$ cat src/rtl/alu_iter.sv
`default_nettype none
// +-----------------------------------------------------------------------+
// | Module   : alu_iter                                                   |
// | Function : Iterative ADD/SUB/AND/XOR ALU, CHUNK bits per cycle, with  |
// |            zero/sign/overflow flags. Optional ALU_ITER_CC_REG_EN adds |
// |            a registered condition-code port cc = {zf,sf,of}.          |
// | Revision : 1.0  initial release                                       |
// +-----------------------------------------------------------------------+
module alu_iter #(
    parameter int WIDTH = 64,
    parameter int CHUNK = 16
) (
    input  logic             clk,
    input  logic             rst_n,
    input  logic             in_valid,
    output logic             in_ready,
    input  logic [1:0]       op,
    input  logic [WIDTH-1:0] a,
    input  logic [WIDTH-1:0] b,
    output logic             out_valid,
    input  logic             out_ready,
    output logic [WIDTH-1:0] result,
    output logic             zf,
    output logic             sf,
`ifdef ALU_ITER_CC_REG_EN
    output logic [2:0]       cc,
`endif
    output logic             of
);

    localparam int         c_N  = WIDTH / CHUNK;
    localparam int         c_CW = (c_N > 1) ? $clog2(c_N) : 1;

    localparam logic [1:0] c_ST_IDLE = 2'd0;
    localparam logic [1:0] c_ST_CALC = 2'd1;
    localparam logic [1:0] c_ST_DONE = 2'd2;

    localparam logic [1:0] c_OP_ADD = 2'b00;
    localparam logic [1:0] c_OP_SUB = 2'b01;
    localparam logic [1:0] c_OP_AND = 2'b10;

    generate
        if ((WIDTH == 0) || (CHUNK == 0) || (WIDTH % CHUNK != 0)) begin : g_param_check
            $error("alu_iter: WIDTH must be a nonzero multiple of CHUNK");
        end
    endgenerate

    logic [1:0]       r_state, w_state_next;
    logic [1:0]       r_op;
    logic [WIDTH-1:0] r_a, r_b, r_result;
    logic [c_CW-1:0]  r_cnt;
    logic             r_carry, r_zf, r_sf, r_of;

    logic [CHUNK-1:0] w_a_sl, w_b_sl, w_b_eff, w_slice;
    logic [CHUNK:0]   w_sum;
    logic [WIDTH-1:0] w_res_next;
    logic             w_last, w_of, w_accept, w_handshake;

    assign in_ready    = (r_state == c_ST_IDLE);
    assign out_valid   = (r_state == c_ST_DONE);
    assign w_accept    = in_valid && in_ready;
    assign w_handshake = out_valid && out_ready;
    assign w_last      = (r_cnt == c_CW'(c_N - 1));

    // Slice datapath: select slice k of the latched operands and merge the
    // computed slice into the running result.
    always_comb begin
        w_a_sl = '0;
        w_b_sl = '0;
        for (int i = 0; i < c_N; i++) begin
            if (r_cnt == c_CW'(i)) begin
                w_a_sl = r_a[i*CHUNK +: CHUNK];
                w_b_sl = r_b[i*CHUNK +: CHUNK];
            end
        end
        w_b_eff = (r_op == c_OP_SUB) ? ~w_b_sl : w_b_sl;
        w_sum   = {1'b0, w_a_sl} + {1'b0, w_b_eff} + {{CHUNK{1'b0}}, r_carry};
        case (r_op)
            c_OP_ADD, c_OP_SUB: w_slice = w_sum[CHUNK-1:0];
            c_OP_AND:           w_slice = w_a_sl & w_b_sl;
            default:            w_slice = w_a_sl ^ w_b_sl;
        endcase
        w_res_next = r_result;
        for (int i = 0; i < c_N; i++) begin
            if (r_cnt == c_CW'(i)) begin
                w_res_next[i*CHUNK +: CHUNK] = w_slice;
            end
        end
        case (r_op)
            c_OP_ADD: w_of = (r_a[WIDTH-1] == r_b[WIDTH-1]) && (w_res_next[WIDTH-1] != r_a[WIDTH-1]);
            c_OP_SUB: w_of = (r_a[WIDTH-1] != r_b[WIDTH-1]) && (w_res_next[WIDTH-1] != r_a[WIDTH-1]);
            default:  w_of = 1'b0;
        endcase
    end

    always_comb begin
        w_state_next = r_state;
        case (r_state)
            c_ST_IDLE: if (w_accept)    w_state_next = c_ST_CALC;
            c_ST_CALC: if (w_last)      w_state_next = c_ST_DONE;
            c_ST_DONE: if (w_handshake) w_state_next = c_ST_IDLE;
            default:                    w_state_next = c_ST_IDLE;
        endcase
    end

    always_ff @(posedge clk) begin
        if (!rst_n) begin
            r_state  <= c_ST_IDLE;
            r_op     <= '0;
            r_a      <= '0;
            r_b      <= '0;
            r_cnt    <= '0;
            r_carry  <= 1'b0;
            r_result <= '0;
            r_zf     <= 1'b0;
            r_sf     <= 1'b0;
            r_of     <= 1'b0;
        end else begin
            r_state <= w_state_next;
            if (w_accept) begin
                r_op    <= op;
                r_a     <= a;
                r_b     <= b;
                r_cnt   <= '0;
                r_carry <= (op == c_OP_SUB);
            end else if (r_state == c_ST_CALC) begin
                r_result <= w_res_next;
                r_carry  <= w_sum[CHUNK];
                r_cnt    <= r_cnt + c_CW'(1);
                // Flags settle together with the final slice so they are valid on DONE entry.
                if (w_last) begin
                    r_zf <= (w_res_next == '0);
                    r_sf <= w_res_next[WIDTH-1];
                    r_of <= w_of;
                end
            end
        end
    end

    assign result = r_result;
    assign zf     = r_zf;
    assign sf     = r_sf;
    assign of     = r_of;

`ifdef ALU_ITER_CC_REG_EN
    logic [2:0] r_cc;
    always_ff @(posedge clk) begin
        if (!rst_n) begin
            r_cc <= 3'b100;
        end else if (w_handshake) begin
            r_cc <= {r_zf, r_sf, r_of};
        end
    end
    assign cc = r_cc;
`endif

endmodule
`default_nettype wire

$ cat config.mk
export PLATFORM = sky130hd
export DESIGN_NAME = alu_iter
export DESIGN_NICKNAME = d
export VERILOG_FILES = /design/src/rtl/alu_iter.sv
export SDC_FILE = /design/constraint.sdc
export NUM_CORES = 1
export LEC_CHECK = 0
export CAP_MARGIN = 20
export CORE_MARGIN = 3
export CORE_UTILIZATION = 43
export CTS_CLUSTER_DIAMETER = 200
export CTS_CLUSTER_SIZE = 16
export DETAILED_ROUTE_END_ITERATION = 7
export PLACE_DENSITY = 0.69
export SYNTH_ARGS = -nofsm -noshare
export SYNTH_HDL_FRONTEND = slang
export SYNTH_SLANG_ARGS = --single-unit
$ cat constraint.sdc
create_clock -name clk -period 15.75 [get_ports clk]
set_clock_uncertainty 0.2 [all_clocks]
set_input_delay 1.575 -clock clk [delete_from_list [all_inputs] [get_ports clk]]
set_output_delay 1.575 -clock clk [all_outputs]
set_load 0.005 [all_outputs]
# Word level (Yosys, flattened, before mapping)
# Index checks and enable logic that the tools add are counted.
# W data, S select, Z words.
dict set report totals {
  ff_bits 202
  output_inout_bits 69
  word_cells 67
}
dict set report classes {
  add_sub_neg 3
  n_eq_ne 14
  muxes 21
  bitwise 5
  reduce_logical 14
}
# operator n
set op_table {}
lappend op_table {{$mux W16} 13}
lappend op_table {{$logic_not A64 Y1} 1}
lappend op_table {{$pmux W16 S2} 1}
lappend op_table {{$add A16 B16 Y17} 1}
lappend op_table {{$add A17 B1 Y17} 1}
lappend op_table {{$and A16 B16 Y16} 1}
lappend op_table {{$not A16 Y16} 1}
lappend op_table {{$xor A16 B16 Y16} 1}
lappend op_table {{$eq A2 B1 Y1 const B} 4}
lappend op_table {{$eq A2 B2 Y1 const B} 4}
lappend op_table {{$logic_not A2 Y1} 3}
lappend op_table {{$mux W2} 3}
lappend op_table {{$pmux W2 S3} 1}
lappend op_table {{$reduce_and A3 Y1} 2}
lappend op_table {{$logic_and A1 B1 Y1} 4}
lappend op_table {{$ne A2 B1 Y1 const B} 2}
lappend op_table {{$reduce_or A2 Y1} 2}
lappend op_table {{$add A2 B1 Y2 const B} 1}
lappend op_table {{$mux W1} 2}
lappend op_table {{$ne A1 B1 Y1} 2}
lappend op_table {{$ne A2 B2 Y1 const B} 1}
lappend op_table {{$not A1 Y1} 2}
lappend op_table {{$pmux W1 S2} 1}
lappend op_table {{$reduce_and A2 Y1} 1}
lappend op_table {{other kinds (2)} 2}

# Depth between registers and ports, before layout
dict set report logic_depth {
  ltp_word 14
  mapped_depth 24
  ltp_nobuf 21
}

# Worst setup path after synthesis
# OpenSTA, ideal clock, no wires.
dict set report synth_path {
  path_type {register -> register}
  startpoint {register r_cnt[0]}
  endpoint {register r_zf (netlist: zf)}
  arrival_ps 5044
  slack_ps 10445
  stages_incl_launch_ff 23
  n_path_buf 5
  period_less_slack_ps 5305
  cell_sequence {dfxtp_1 > ha_1 > clkbuf_1 > clkbuf_1 > clkbuf_1 > buf_1 > a21oi_1 > nor2_1 > a21oi_1 > o21ai_0 > fa_1 > inv_1 > fa_1 > nor2b_1 > nand4bb_1 > and4b_1 > buf_4 > nor2_1 > or4_1 > a2111oi_0 > or4b_1 > and4b_1 > a32o_1}
}
dict set report synth_via {
  elab_chain_len 12
  elab_cells_between_ends 25
}
# item line_no
set synth_rtl {}
lappend synth_rtl {{from (decl)} 51} ;# logic [c_CW-1:0] r_cnt;
lappend synth_rtl {{from (signal assigned)} 129} ;# r_cnt <= r_cnt + c_CW'(1);
lappend synth_rtl {{$logic_not A2 Y1} {71, 85}}
lappend synth_rtl {{$mux W16 (4 in a row)} 71} ;# if (r_cnt == c_CW'(i)) begin
lappend synth_rtl {{$not A16 Y16} 76} ;# w_b_eff = (r_op == c_OP_SUB) ? ~w_b_sl : w_b_sl;
lappend synth_rtl {{$mux W16} 76}
lappend synth_rtl {{$add A16 B16 Y17} 77} ;# w_sum = {1'b0, w_a_sl} + {1'b0, w_b_eff} + {{CHUNK{1'b0}}, r_carry};
lappend synth_rtl {{$add A17 B1 Y17} 77}
lappend synth_rtl {{$pmux W16 S2} 78} ;# case (r_op)
lappend synth_rtl {{$mux W16} 85} ;# if (r_cnt == c_CW'(i)) begin
lappend synth_rtl {{$logic_not A64 Y1} 132} ;# r_zf <= (w_res_next == '0);
lappend synth_rtl {{to (signal assigned)} 132}
lappend synth_rtl {{to (decl)} 52} ;# logic r_carry, r_zf, r_sf, r_of;
# Several ways; a longest one is shown, not always the timed one.
# A chain may end at the register's enable or synchronous reset.

# Worst setup path after layout
dict set report layout_path {
  startpoint {register r_cnt[1]}
  endpoint {register r_zf (netlist: zf)}
}
# Same word-level chain as after synthesis.

==> results.cfg <==
[floorplan]
start_util_pct = 44.1
die-area_um2 = 25200
die_w_um = 159
ios = 203
die_h_um = 159
core_um2 = 22800
rows = 55

[clocking]
cts_buffers = 16
clock_latency_ps = 490
clockRootBuffer = clkbuf_16
cts_buffer_depth = 3
cts_tree = yes
clk_pin_slew_worst_paths_ps = 70
cts-hold-fix-buffers = 0
cts.sinks = 202
cts_max_level = 1
ctsResizeCount = 0
postCtsSetupRepairBufs = 0

[placed_design]
numPortBuffers = 202
routabilityCongestion = 0.871
dp_hpwl_mm = 22.1
dp_cells = 1770
postPlaceCellArea_um2 = 12200

[sta]
grt_setup_unrepaired = false
fmax_mhz = 166
slew_headroom_pct = 20.7
tightest_slew_ps = 1190
finalSetupViolCount = 0
finalHoldViolations = 0
final_max_slew_viol_count = 0
finalCritPeriodShare_pct = 38.4
min_period_ps = 6040
tns_ps = 0

[worst_setup_path]
rrSetupSlack_ps = 9710
critPathLaunchType = flop
cpPeakStageDelay_ps = 740
path_cells = inv_1 -> ha_2 -> inv_1 -> and3_1 -> a21oi_1 -> nor2_1 -> a21oi_1 -> o21ai_0 -> xor2_1 -> fa_1 -> inv_1 -> fa_1 -> nor2b_1 -> nand4bb_1 -> and4b_1 -> nor2_1 -> or4_1 -> a2111oi_0 -> or4b_1 -> and4b_1 -> a32o_1
arrival_ps = 6270
worst_path_most_repeated_cell = inv_1
end_kind = flop
worst-setup-path-type = flop to flop
critPathSlowestCell = inv_1
rr_worst_depth = 21
path_max_fanout = 34
cp.required_ps = 15980

[cells_and_area]
antenna_cells = 0
fill_cells = 2187
fin_area_um2 = 12700
drive_gt1_share_pct = 3.11
layout_commonest_cell = nand2_1
multiInputGateArea_um2 = 5550
finalNonFillerCells = 1791
synthToLayoutAreaGrowth_pct = 26.1
layout_common_cells = nand2_1 (335), a21oi_1 (227), clkdlybuf4s50_1 (202), dfxtp_1 (202), nor2_1 (120)
finish.net_count = 1649
layout.area.seq_um2 = 4040

[routing]
finalWirelength_mm = 30.8
antenna_left = 0
drcViolationCount = 0
viasPerCell = 5.44
via_count = 9743
drtIter0Drc = 875
wl_per_cell_um = 17.2
dr.pass1.iters = 5

[min_path]
hp-class = flop to flop
hold_depth = 2

[logic_synthesis]
async_reset_ff_share_pct = 0
syn-instance-count = 1349
ys_warn_count = 0
synthFlopType = dfxtp_1
synth_cell_types = 70
syn_avg_cell_area_um2 = 7.44
synth_edf_count = 0
ys_seq_area_share_pct = 40.3
synth_fp_nets = 1520
synth-seq-cells = 202
synth_area_um2 = 10000

[pwr]
vdd_drop_max_v = 0.0000535
leakage_nw = 4.83
power_density_nw_per_um2 = 92.7

[run]
drv_cap = 0

[global_route]
antenna_found_initial = 0
grt_pass1_wl_mm = 48.6
grt_overflow = 0
grt_pass1_vias = 9016
grt.total_usage_pct = 23.2
grt_start_max_net_pins = 120

[status]
status = completed
-- logic make-up after synthesis --
group	Yosys count	share of synthesized area, %
and+or+nand+nor	570	24.3
AOI/OAI and AO/OA	380	22.0
DFF	202	40.3
buffers and inverters	119	4.61
adders and majority gates	37	4.76
xor gates and xnor gates	22	1.92
muxes	19	2.11
-- per-layer routing --
layer / track usage [%] / up-vias / wire, µm
met5: 0 / - / 0
met4: 6.21 / 0 / 704
met3: 3.52 / 47 / 2150
met2: 36.6 / 339 / 13800
met1: 33.3 / 4460 / 14100
li1: - / 4897 / -
-- Yosys cell counts, types with 6 or more instances --
library cell / count / area, µm²
buf_1: 7 / 26.3
nand2_1: 336 / 1260
nor2_1: 120 / 450
nor4_1: 8 / 50.1
clkbuf_1: 94 / 353
dfxtp_1: 202 / 4040
xor2_1: 17 / 149
a21oi_1: 227 / 1140
a21o_1: 7 / 52.6
inv_1: 14 / 52.6
and3_1: 36 / 225
a31oi_1: 9 / 56.3
nor3_1: 15 / 75.1
o21ai_0: 41 / 205
and2_1: 6 / 37.5
nand3_1: 10 / 50.1
mux2i_1: 14 / 140
a211oi_1: 51 / 383
ha_1: 35 / 438
nor2b_1: 7 / 43.8
-- area by class of cell --
cell class	count	share of cell area, %
Multi-Input combinational cell	1028	43.9
Timing Repair Buffer	216	17.3
Clock inverter	2	0.198
Sequential cell	202	31.9
Clock buffer	16	3.16
Tap cell	313	3.09
Inverter	14	0.455
-- critical path: cells and delay by family (launching register included) --
family                     cells  cell delay (ps)
buffers and inverters          3              890
adders and majority gates      3              870
AOI/OAI and AO/OA              5              880
and+or+nand+nor                9             2500
DFF                            1              390
xor gates and xnor gates       1              240
-- state kept, by name, summed over array words and instances, names as in the netlist --
register,cells
of,1
r_a,64
r_b,64
r_carry,1
r_cnt,2
r_op,2
r_state,2
result,64
sf,1
zf,1
-- per-stage QoR --
| step | power, W | hold WS [ps] | worst slack, ps | utilization, % |
|---|---|---|---|---|
| 2_1_floorplan | 0.000713 | 232 | 10450 | - |
| 3_3_place_gp | 0.000813 | 240 | 9860 | 53.3 |
| 3_5_place_dp | 0.000816 | 242 | 9750 | 53.3 |
| 4_1_cts | 0.00118 | 252 | 9720 | 55.2 |
| 5_1_grt | 0.00123 | 269 | 9290 | 55.6 |
| 6_report | 0.00117 | 252 | 9710 | 55.6 |
-- where the power goes --
group	switching (W)	internal, W
logic	0.000150	0.000107
clock network	0.000179	0.000183
registers	0.0000170	0.000537
total	0.000346	0.000827
-- path summary, 6_finish.rpt --
path | from | to
max | r_cnt[1] | zf
min reg2reg | r_a[3] | r_a[3]
max reg2reg | r_cnt[1] | zf
min | r_a[3] | r_a[3]
(Power assumes the default switching activity.)
